**config.mk**
```make
export PLATFORM = sky130hd
export DESIGN_NAME = mcpu_vram_arbiter
export DESIGN_NICKNAME = d
export VERILOG_FILES = /design/src/rtl/mcpu_vram_arbiter.sv
export SDC_FILE = /design/constraint.sdc
export NUM_CORES = 1
export LEC_CHECK = 0
export CAP_MARGIN = 15
export CORE_MARGIN = 5
export CORE_UTILIZATION = 35
export DETAILED_ROUTE_END_ITERATION = 6
export GPL_TIMING_DRIVEN = 0
export SETUP_SLACK_MARGIN = 0.15
export SYNTH_ARGS = -nofsm -noshare
export SYNTH_HDL_FRONTEND = slang
export SYNTH_SLANG_ARGS = --single-unit
```
**constraint.sdc**
```tcl
create_clock -name clk -period 2.9 [get_ports clk]
set_clock_uncertainty 0.05 [all_clocks]
set_input_delay 0.58 -clock clk [delete_from_list [all_inputs] [get_ports clk]]
set_output_delay 0.58 -clock clk [all_outputs]
set_load 0.02 [all_outputs]
```
**src/rtl/mcpu_vram_arbiter.sv**
```systemverilog
// Single-port VRAM sequencer: buffers CPU writes, orders CPU reads behind them, and
// round-robins VRAM write slots between the CPU write FIFO and the fill/DMA engine.
module mcpu_vram_arbiter #(
  parameter int FIFO_DEPTH = 4,
  parameter bit BLANK_ONLY = 1'b0
) (
  input  logic                         clk,
  input  logic                         reset,
  input  logic                         display_on,
  input  logic                         cpu_we,
  input  logic [12:0]                  cpu_addr,
  input  logic [7:0]                   cpu_wdata,
  output logic                         cpu_wready,
  input  logic                         cpu_re,
  output logic [7:0]                   cpu_rdata,
  output logic                         cpu_rvalid,
  input  logic                         fill_req,
  input  logic [12:0]                  fill_addr,
  input  logic [7:0]                   fill_data,
  output logic                         fill_gnt,
  output logic [12:0]                  vram_addr,
  output logic                         vram_we,
  output logic                         vram_re,
  output logic [7:0]                   vram_wdata,
  input  logic [7:0]                   vram_rdata,
  output logic [$clog2(FIFO_DEPTH):0]  fifo_count
);

  localparam int AW = $clog2(FIFO_DEPTH);
  localparam int CW = AW + 1;
  localparam logic [AW-1:0] PTR_ONE  = AW'(1);
  localparam logic [CW-1:0] CNT_ONE  = CW'(1);
  localparam logic [CW-1:0] CNT_ZERO = CW'(0);
  localparam logic [CW-1:0] CNT_FULL = CW'(FIFO_DEPTH);

  typedef enum logic [1:0] {
    RD_IDLE  = 2'd0,
    RD_WAIT  = 2'd1,
    RD_ISSUE = 2'd2,
    RD_DONE  = 2'd3
  } rd_state_t;

  logic [12:0]   fifo_addr_q [FIFO_DEPTH];
  logic [12:0]   fifo_addr_d [FIFO_DEPTH];
  logic [7:0]    fifo_data_q [FIFO_DEPTH];
  logic [7:0]    fifo_data_d [FIFO_DEPTH];
  logic [AW-1:0] wr_ptr_q, wr_ptr_d;
  logic [AW-1:0] rd_ptr_q, rd_ptr_d;
  logic [CW-1:0] count_q, count_d;

  rd_state_t     rd_state_q, rd_state_d;
  logic [12:0]   rd_addr_q, rd_addr_d;
  logic [7:0]    cpu_rdata_q, cpu_rdata_d;
  logic          last_fill_q, last_fill_d;

  logic [12:0]   vram_addr_q, vram_addr_d;
  logic [7:0]    vram_wdata_q, vram_wdata_d;
  logic          vram_we_q, vram_we_d;
  logic          vram_re_q, vram_re_d;

  logic          fifo_empty_s;
  logic          push_s;
  logic          wr_ok_s;
  logic          rd_go_s;
  logic          gnt_fifo_s;
  logic          gnt_fill_s;

  assign cpu_wready = (count_q != CNT_FULL);
  assign fifo_count = count_q;
  assign cpu_rvalid = (rd_state_q == RD_DONE);
  assign cpu_rdata  = cpu_rdata_q;
  assign fill_gnt   = gnt_fill_s;
  assign vram_addr  = vram_addr_q;
  assign vram_we    = vram_we_q;
  assign vram_re    = vram_re_q;
  assign vram_wdata = vram_wdata_q;

  // Slot decision: a pending read wins once no CPU write is buffered or arriving.
  always_comb begin
    fifo_empty_s = (count_q == CNT_ZERO);
    push_s       = cpu_we && cpu_wready;
    wr_ok_s      = !BLANK_ONLY || !display_on;
    rd_go_s      = !reset && (rd_state_q == RD_WAIT) && fifo_empty_s && !push_s;
    gnt_fifo_s   = 1'b0;
    gnt_fill_s   = 1'b0;
    if (reset || rd_go_s || !wr_ok_s) begin
      gnt_fifo_s = 1'b0;
      gnt_fill_s = 1'b0;
    end else if (!fifo_empty_s && fill_req) begin
      gnt_fifo_s = last_fill_q;
      gnt_fill_s = !last_fill_q;
    end else begin
      gnt_fifo_s = !fifo_empty_s;
      gnt_fill_s = fifo_empty_s && fill_req;
    end
  end

  // Write FIFO storage, pointers and occupancy.
  always_comb begin
    fifo_addr_d = fifo_addr_q;
    fifo_data_d = fifo_data_q;
    if (push_s) begin
      fifo_addr_d[wr_ptr_q] = cpu_addr;
      fifo_data_d[wr_ptr_q] = cpu_wdata;
      wr_ptr_d              = wr_ptr_q + PTR_ONE;
    end else begin
      wr_ptr_d = wr_ptr_q;
    end
    if (gnt_fifo_s) begin
      rd_ptr_d = rd_ptr_q + PTR_ONE;
    end else begin
      rd_ptr_d = rd_ptr_q;
    end
    case ({push_s, gnt_fifo_s})
      2'b10:   count_d = count_q + CNT_ONE;
      2'b01:   count_d = count_q - CNT_ONE;
      default: count_d = count_q;
    endcase
  end

  // Next bus operation; address and write data hold when the slot is idle.
  always_comb begin
    vram_addr_d  = vram_addr_q;
    vram_wdata_d = vram_wdata_q;
    vram_we_d    = 1'b0;
    vram_re_d    = 1'b0;
    last_fill_d  = last_fill_q;
    if (rd_go_s) begin
      vram_re_d   = 1'b1;
      vram_addr_d = rd_addr_q;
    end else if (gnt_fifo_s) begin
      vram_we_d    = 1'b1;
      vram_addr_d  = fifo_addr_q[rd_ptr_q];
      vram_wdata_d = fifo_data_q[rd_ptr_q];
      last_fill_d  = 1'b0;
    end else if (gnt_fill_s) begin
      vram_we_d    = 1'b1;
      vram_addr_d  = fill_addr;
      vram_wdata_d = fill_data;
      last_fill_d  = 1'b1;
    end else begin
      vram_addr_d = vram_addr_q;
    end
  end

  // Read sequencing; a read and write arriving together let the write enter the FIFO first.
  always_comb begin
    rd_state_d  = rd_state_q;
    rd_addr_d   = rd_addr_q;
    cpu_rdata_d = cpu_rdata_q;
    case (rd_state_q)
      RD_IDLE: begin
        if (cpu_re && !cpu_we) begin
          rd_state_d = RD_WAIT;
          rd_addr_d  = cpu_addr;
        end else begin
          rd_state_d = RD_IDLE;
        end
      end
      RD_WAIT: begin
        if (rd_go_s) begin
          rd_state_d = RD_ISSUE;
        end else begin
          rd_state_d = RD_WAIT;
        end
      end
      RD_ISSUE: begin
        rd_state_d  = RD_DONE;
        cpu_rdata_d = vram_rdata;
      end
      RD_DONE: rd_state_d = RD_IDLE;
      default: rd_state_d = RD_IDLE;
    endcase
  end

  // State registers; reset drops buffered writes and any read in flight.
  always_ff @(posedge clk) begin
    if (reset) begin
      for (int i = 0; i < FIFO_DEPTH; i++) begin
        fifo_addr_q[i] <= 13'h0000;
        fifo_data_q[i] <= 8'h00;
      end
      wr_ptr_q     <= '0;
      rd_ptr_q     <= '0;
      count_q      <= CNT_ZERO;
      rd_state_q   <= RD_IDLE;
      rd_addr_q    <= 13'h0000;
      cpu_rdata_q  <= 8'h00;
      last_fill_q  <= 1'b1;
      vram_addr_q  <= 13'h0000;
      vram_wdata_q <= 8'h00;
      vram_we_q    <= 1'b0;
      vram_re_q    <= 1'b0;
    end else begin
      fifo_addr_q  <= fifo_addr_d;
      fifo_data_q  <= fifo_data_d;
      wr_ptr_q     <= wr_ptr_d;
      rd_ptr_q     <= rd_ptr_d;
      count_q      <= count_d;
      rd_state_q   <= rd_state_d;
      rd_addr_q    <= rd_addr_d;
      cpu_rdata_q  <= cpu_rdata_d;
      last_fill_q  <= last_fill_d;
      vram_addr_q  <= vram_addr_d;
      vram_wdata_q <= vram_wdata_d;
      vram_we_q    <= vram_we_d;
      vram_re_q    <= vram_re_d;
    end
  end

endmodule

```
==> flow_summary.toml, run 1 <==
[sta]
finalSetupViolCount = 0
hold_viol = 0
period_needed_ns = 2.68
final_max_slew_viol_count = 0
fin_ws_ns = 0.217
fin_crit_sh_pct = 92.5
max_freq_ghz = 0.373
timing.hold.ws_ns = 0.401
tightest_slew_ns = 0.797
max_slew_margin_pct = 46.1
rsz0062_at_grt = "false"

[global_routing]
grt_overflow = 0
grt_pass1_wl_mm = 27.6
first_global_vias = 5141
grt_max_degree = 17
antenna_found_initial = 0
grtUsageTotal_pct = 18.1

[cts]
cts_tree = "done"
clock-sinks = 138
cts_buffer_depth = 2
insertion_delay_ns = 0.42
clk_pin_slew_ns = 0.05
numCtsBuffers = 17
ctsHoldBuffers = 0
root_buffer = "clkbuf_16"
htree_levels = 4

[yosys]
synthArstFlopShare_pct = 0
yosys.area.top_type = "dfxtp_1"
ys_types = 39
yosysSeqAreaShare_pct = 47.7
yosys_warnings = 0
ys_ff_latch = 138
synth_top_area_share_pct = 47.7
yosys-top-cells-count = "nand2_1 (235), dfxtp_1 (138), a21oi_1 (132), clkbuf_1 (29), mux4_2 (21)"
syn_inst = 691
synth_area_per_cell_um2 = 8.37
yosysMostFrequentCell = "nand2_1"
synth_area_leaders = "dfxtp_1 (48%), nand2_1 (15%), a21oi_1 (11%)"
synth_nets = 753
ys.flop_type = "dfxtp_1"
synth-edff-count = 0
syn-cell-area_mm2 = 0.00579

[die]
io_pins = 93
die-area_mm2 = 0.0192
core-area_mm2 = 0.0164
chipHeight_um = 139
start_util_pct = 35.3
rows = 47
die_x_um = 139

[placement]
place_ws_ns = -0.516
portBuffers = 91
dpl.hpwl_mm = 12.1
gp_congestion = 0.805

[run]
max_cap_viol_count = 0

[pwr]
irDropWorstVdd_v = 0.000460
power_density_mw_per_mm2 = 839
leakagePower_nw = 2.67

[route]
wl_per_cell_um = 16.6
vias_per_cell = 5.03
wirelength_mm = 17.3
vias = 5219
drc = 0
drt_iter0_drc = 349
first_pass_iters = 5
drtAntennaViolNets = 0

[worst_setup_path]
path_cells = "dlygate4sd2_1, nor4b_4, clkbuf_8, nand2_1, nand2_1, nor3_1, dlygate4sd2_1"
path_class = "in -> out"
slowest_delay_ns = 0.34
critical_path.slowest_cell = "nor4b_4"
cp.required_ns = 2.27
endpoint_kind = "primary output"
cp-start-kind = "input pin"
crit_arrival_ns = 2.05
cp_max_fo = 5

[layout]
fillers = 1605
area.growth.synth_to_final_pct = 32.2
diodes = 0
nets = 866
layout-drive-gt1-share_pct = 10.6

[min_path]
worstHoldPathType = "reg -> reg"

[run_status]
outcome = "finished, final reports clean"
[cell type report]
class | count | area [um^2] | share of cell area [%]
clock inverter | 5 | 77.6 | 1.01
tap | 220 | 275 | 3.60
timing repair buffer | 94 | 928 | 12.1
clock buffer | 27 | 553 | 7.23
multi-input combinational | 491 | 2760 | 36.0
inverter | 9 | 33.8 | 0.442
buffer | 53 | 256 | 3.35
sequential | 138 | 2770 | 36.2
[logic make-up after synthesis]
kind of cell	count (synthesis)	synth area share, %
AOI/OAI and AO/OA	170	16.2
buffers and inverters	62	4.71
DFF	138	47.7
xor gates and xnor gates	5	0.757
and+or+nand+nor	289	21.0
muxes	21	8.17
adders and majority gates	6	1.43
[placed cells by master, fill, tap and decap left out, types with 2 or more instances in the layout]
cell type,Yosys,layout
and3_1,4,4
nand2_1,235,235
bufinv_16,0,2
buf_6,2,2
mux4_2,21,21
or3_1,14,14
o21ai_1,9,9
buf_4,1,5
nor2_1,14,14
and2_1,2,2
inv_1,8,8
dfxtp_2,0,3
dfxtp_1,138,135
clkdlybuf4s50_1,0,87
nand3_1,6,6
xnor2_1,2,2
clkbuf_2,1,2
dlygate4sd2_1,0,4
clkbuf_8,0,10
clkinv_2,0,2
nand2b_1,3,3
clkbuf_1,29,27
a21oi_1,132,132
a221oi_1,12,12
ha_1,5,5
buf_1,4,4
xor2_1,3,3
o21ai_0,6,6
buf_2,16,15
clkbuf_16,0,17
a211oi_1,8,8
[stage by stage]
stage	std cells	TNS (ns)	total power [mW]	util (%)	instance area, um^2
final	1037	0	6.42	46.6	7650
after global routing	1037	0	6.72	46.6	7650
after CTS	1037	0	6.45	46.6	7640
after detailed placement	1002	-1.05	4.18	42.5	6970
after global placement	1002	-1.06	4.16	42.5	6970
after floorplan	691	0	3.47	-	5790
[timing repair]
item,in CTS,in global routing
resized for setup,12,3
hold endpoints to repair,0,0
setup endpoints to repair,2,2
pin swaps,1,1
buffers inserted,3,0
[worst paths after layout]
| check | from | to | slack, ns | depth (start not counted) |
|---|---|---|---|---|
| setup / recovery | reset | fill_gnt | 0.22 | 7 |
| setup reg to reg | fifo_count[0] | fifo_count[2] | 0.43 | 10 |
| hold reg to reg | fifo_data_q[30] | fifo_data_q[30] | 0.40 | 2 |
| hold / removal | fifo_data_q[30] | fifo_data_q[30] | 0.40 | 2 |
[layer usage]
| metal | GRT usage (%) | share of wire [%] | wire [um] | vias to the layer above |
|---|---|---|---|---|
| met2 | 29.5 | 47 | 8180 | 149 |
| met3 | 4.24 | 5.4 | 939 | 15 |
| li1 | - | - | - | 2586 |
| met5 | 0 | 0 | 0 | - |
| met4 | 5.88 | 1.3 | 231 | 0 |
| met1 | 23.7 | 46 | 7900 | 2469 |
[critical path: cells and delay by family]
kind                   cells  cell delay (ns)
buffers and inverters      3             0.83
AND/OR/NAND/NOR            4             0.64
[where the power goes]
part	total [mW]	internal [mW]	switching, mW	leakage (nW)
Clock	2.27	1.47	0.795	0.312
Combinational	1.87	0.800	1.07	1.23
Sequential	2.28	2.14	0.140	1.13
Total	6.42	4.41	2.00	2.67
[state kept, by name (all words and copies together), names as in the netlist]
signal       cells
fifo_data_q     32
last_fill_q      1
vram_re          1
rd_state_q       2
wr_ptr_q         2
vram_wdata       8
cpu_rdata        8
rd_ptr_q         2
vram_we          1
fifo_addr_q     52
vram_addr       13
rd_addr_q       13
fifo_count       3
No activity file was read; power rests on OpenSTA's default activity.
==> run 2: changes to the inputs <==
--- a/config.mk
+++ b/config.mk
@@ -10,7 +10,6 @@
 export CORE_UTILIZATION = 35
 export DETAILED_ROUTE_END_ITERATION = 6
 export GPL_TIMING_DRIVEN = 0
-export SETUP_SLACK_MARGIN = 0.15
 export SYNTH_ARGS = -nofsm -noshare
 export SYNTH_HDL_FRONTEND = slang
 export SYNTH_SLANG_ARGS = --single-unit
==> run 2 against run 1 <==
Sequential cell count unchanged. Critical endpoint unchanged. Final area decreased by 0.13%. Largest cell class unchanged. Register-to-register slack got worse by 0.11 ns. Critical path type unchanged. Total power hardly changed.
==> flow_summary.toml, run 2 (synthesis gave the netlist of run 1 again) <==
[layout]
biggestRegsByFlops = "fifo_addr_q x52, fifo_data_q x32"
largest_register_ffs = 52
nets = 865
final_common_cell = "nand2_1"
fin_util_pct = 46.5
layout_common_cells = "nand2_1 (235), dfxtp_1 (138), a21oi_1 (132)"
area.growth.synth_to_final_pct = 32.0
layout-drive-gt1-share_pct = 10.2
diodes = 0
regMostFlops = "fifo_addr_q"
multi_input_area_mm2 = 0.00276
seq_area_mm2 = 0.00276
fillers = 1604

[worst_setup_path]
critical_path.slowest_cell = "nor4b_4"
cp.required_ns = 2.27
cp-start-kind = "input pin"
ff2ff_setup_slack_ns = 0.32
crit_end = "fill_gnt"
endpoint_kind = "primary output"
cp_max_fo = 10
path_cells = "dlygate4sd2_1, nor4b_4, clkbuf_8, nand2_1, nand2_1, nor3_1, dlygate4sd2_1"
r2r_end = "fifo_count[2]"
slowest_delay_ns = 0.35
cp_top_family = "buffers and inverters"
r2r_cells = 10
crit_buf_inv = 3
crit_cells = 7
path_class = "in -> out"
r2r_start = "fifo_count[0]"
worstSetupStartpoint = "cpu_we"
crit_arrival_ns = 2.13

[run]
max_cap_viol_count = 0

[die]
die-area_mm2 = 0.0192
rows = 47
die_x_um = 139
core-area_mm2 = 0.0164
io_pins = 93
chipHeight_um = 139
start_util_pct = 35.3

[sta]
setup-tns-final_ns = 0
fin_ws_ns = 0.139
timing.hold.ws_ns = 0.401
final_max_slew_viol_count = 0
max_freq_ghz = 0.362
tightest_slew_ns = 0.782
finalSetupViolCount = 0
rsz0062_at_grt = "false"
period_needed_ns = 2.76
max_slew_margin_pct = 47.1
hold_viol = 0
fin_crit_sh_pct = 95.2

[cts]
clk_pin_slew_ns = 0.05
insertion_delay_ns = 0.42
root_buffer = "clkbuf_16"
ctsHoldBuffers = 0
cts_buffer_depth = 2
numCtsBuffers = 17
clock-sinks = 138
cts_tree = "done"
htree_levels = 4

[route]
drc = 0
vias_per_cell = 5.03
wirelength_mm = 17.2
first_pass_iters = 5
drtAntennaViolNets = 0
vias = 5207
wl_per_cell_um = 16.6
drt_iter0_drc = 334

[placement]
gp_congestion = 0.805
dpl.hpwl_mm = 12.1
portBuffers = 91
place_ws_ns = -0.516

[global_routing]
antenna_found_initial = 0
grt_pass1_wl_mm = 27.5
first_global_vias = 5135
grt_overflow = 0
grtUsageTotal_pct = 18.0
grt_max_degree = 17

[min_path]
worstHoldPathType = "reg -> reg"

[run_status]
outcome = "finished, final reports clean"

[pwr]
leakagePower_nw = 2.67
power_density_mw_per_mm2 = 840
irDropWorstVdd_v = 0.000464
-- run 2: cell type report --
class                      instances  share of cell area, %
clock inverter                     5                   1.02
sequential                       138                   36.2
clock buffer                      27                   7.24
multi-input combinational        491                   36.1
tap                              220                   3.60
inverter                           9                  0.442
buffer                            53                   3.33
timing repair buffer              93                   12.1
-- run 2: repair_timing --
item	CTS	global route
gates resized for setup	9	2
buffers inserted	2	0
setup endpoints to repair	1	1
pin swaps	1	0
-- run 2: how the worst min path moves through the flow --
stage,cells past startpoint,end,slack (ns),startpoint
finish,2,fifo_data_q[30],0.40,fifo_data_q[30]
global route,2,fifo_addr_q[47],0.42,fifo_addr_q[47]
floorplan,2,fifo_addr_q[13],0.38,fifo_addr_q[13]
detailed placement,2,fifo_addr_q[9],0.39,fifo_addr_q[9]
CTS,2,fifo_addr_q[9],0.40,fifo_addr_q[9]
global placement,2,rd_addr_q[0],0.39,rd_addr_q[0]
-- run 2: stage by stage --
stage / instances / total power [mW] / cell area, um^2
after floorplan: 691 / 3.47 / 5790
after global placement: 1002 / 4.16 / 6970
after detailed placement: 1002 / 4.18 / 6970
after CTS: 1036 / 6.45 / 7630
after global routing: 1036 / 6.72 / 7640
final: 1036 / 6.41 / 7640
-- run 2: power by group --
part	switching [mW]	total (mW)	internal (mW)
Clock	0.795	2.27	1.47
Sequential	0.140	2.28	2.14
Combinational	1.07	1.87	0.798
-- run 2: tightest hold or removal path: stages (launching register included) --
cell	delay (ns)
dfxtp_1	0.30
nand2_1	0.05
a21oi_1	0.05
-- run 2: metal layers --
metal	global-route usage, %	vias to the layer above	wire [um]
met5	0	-	0
met4	5.88	0	232
met3	4.24	15	927
met2	29.5	147	8180
met1	23.7	2462	7890
li1	-	2583	-
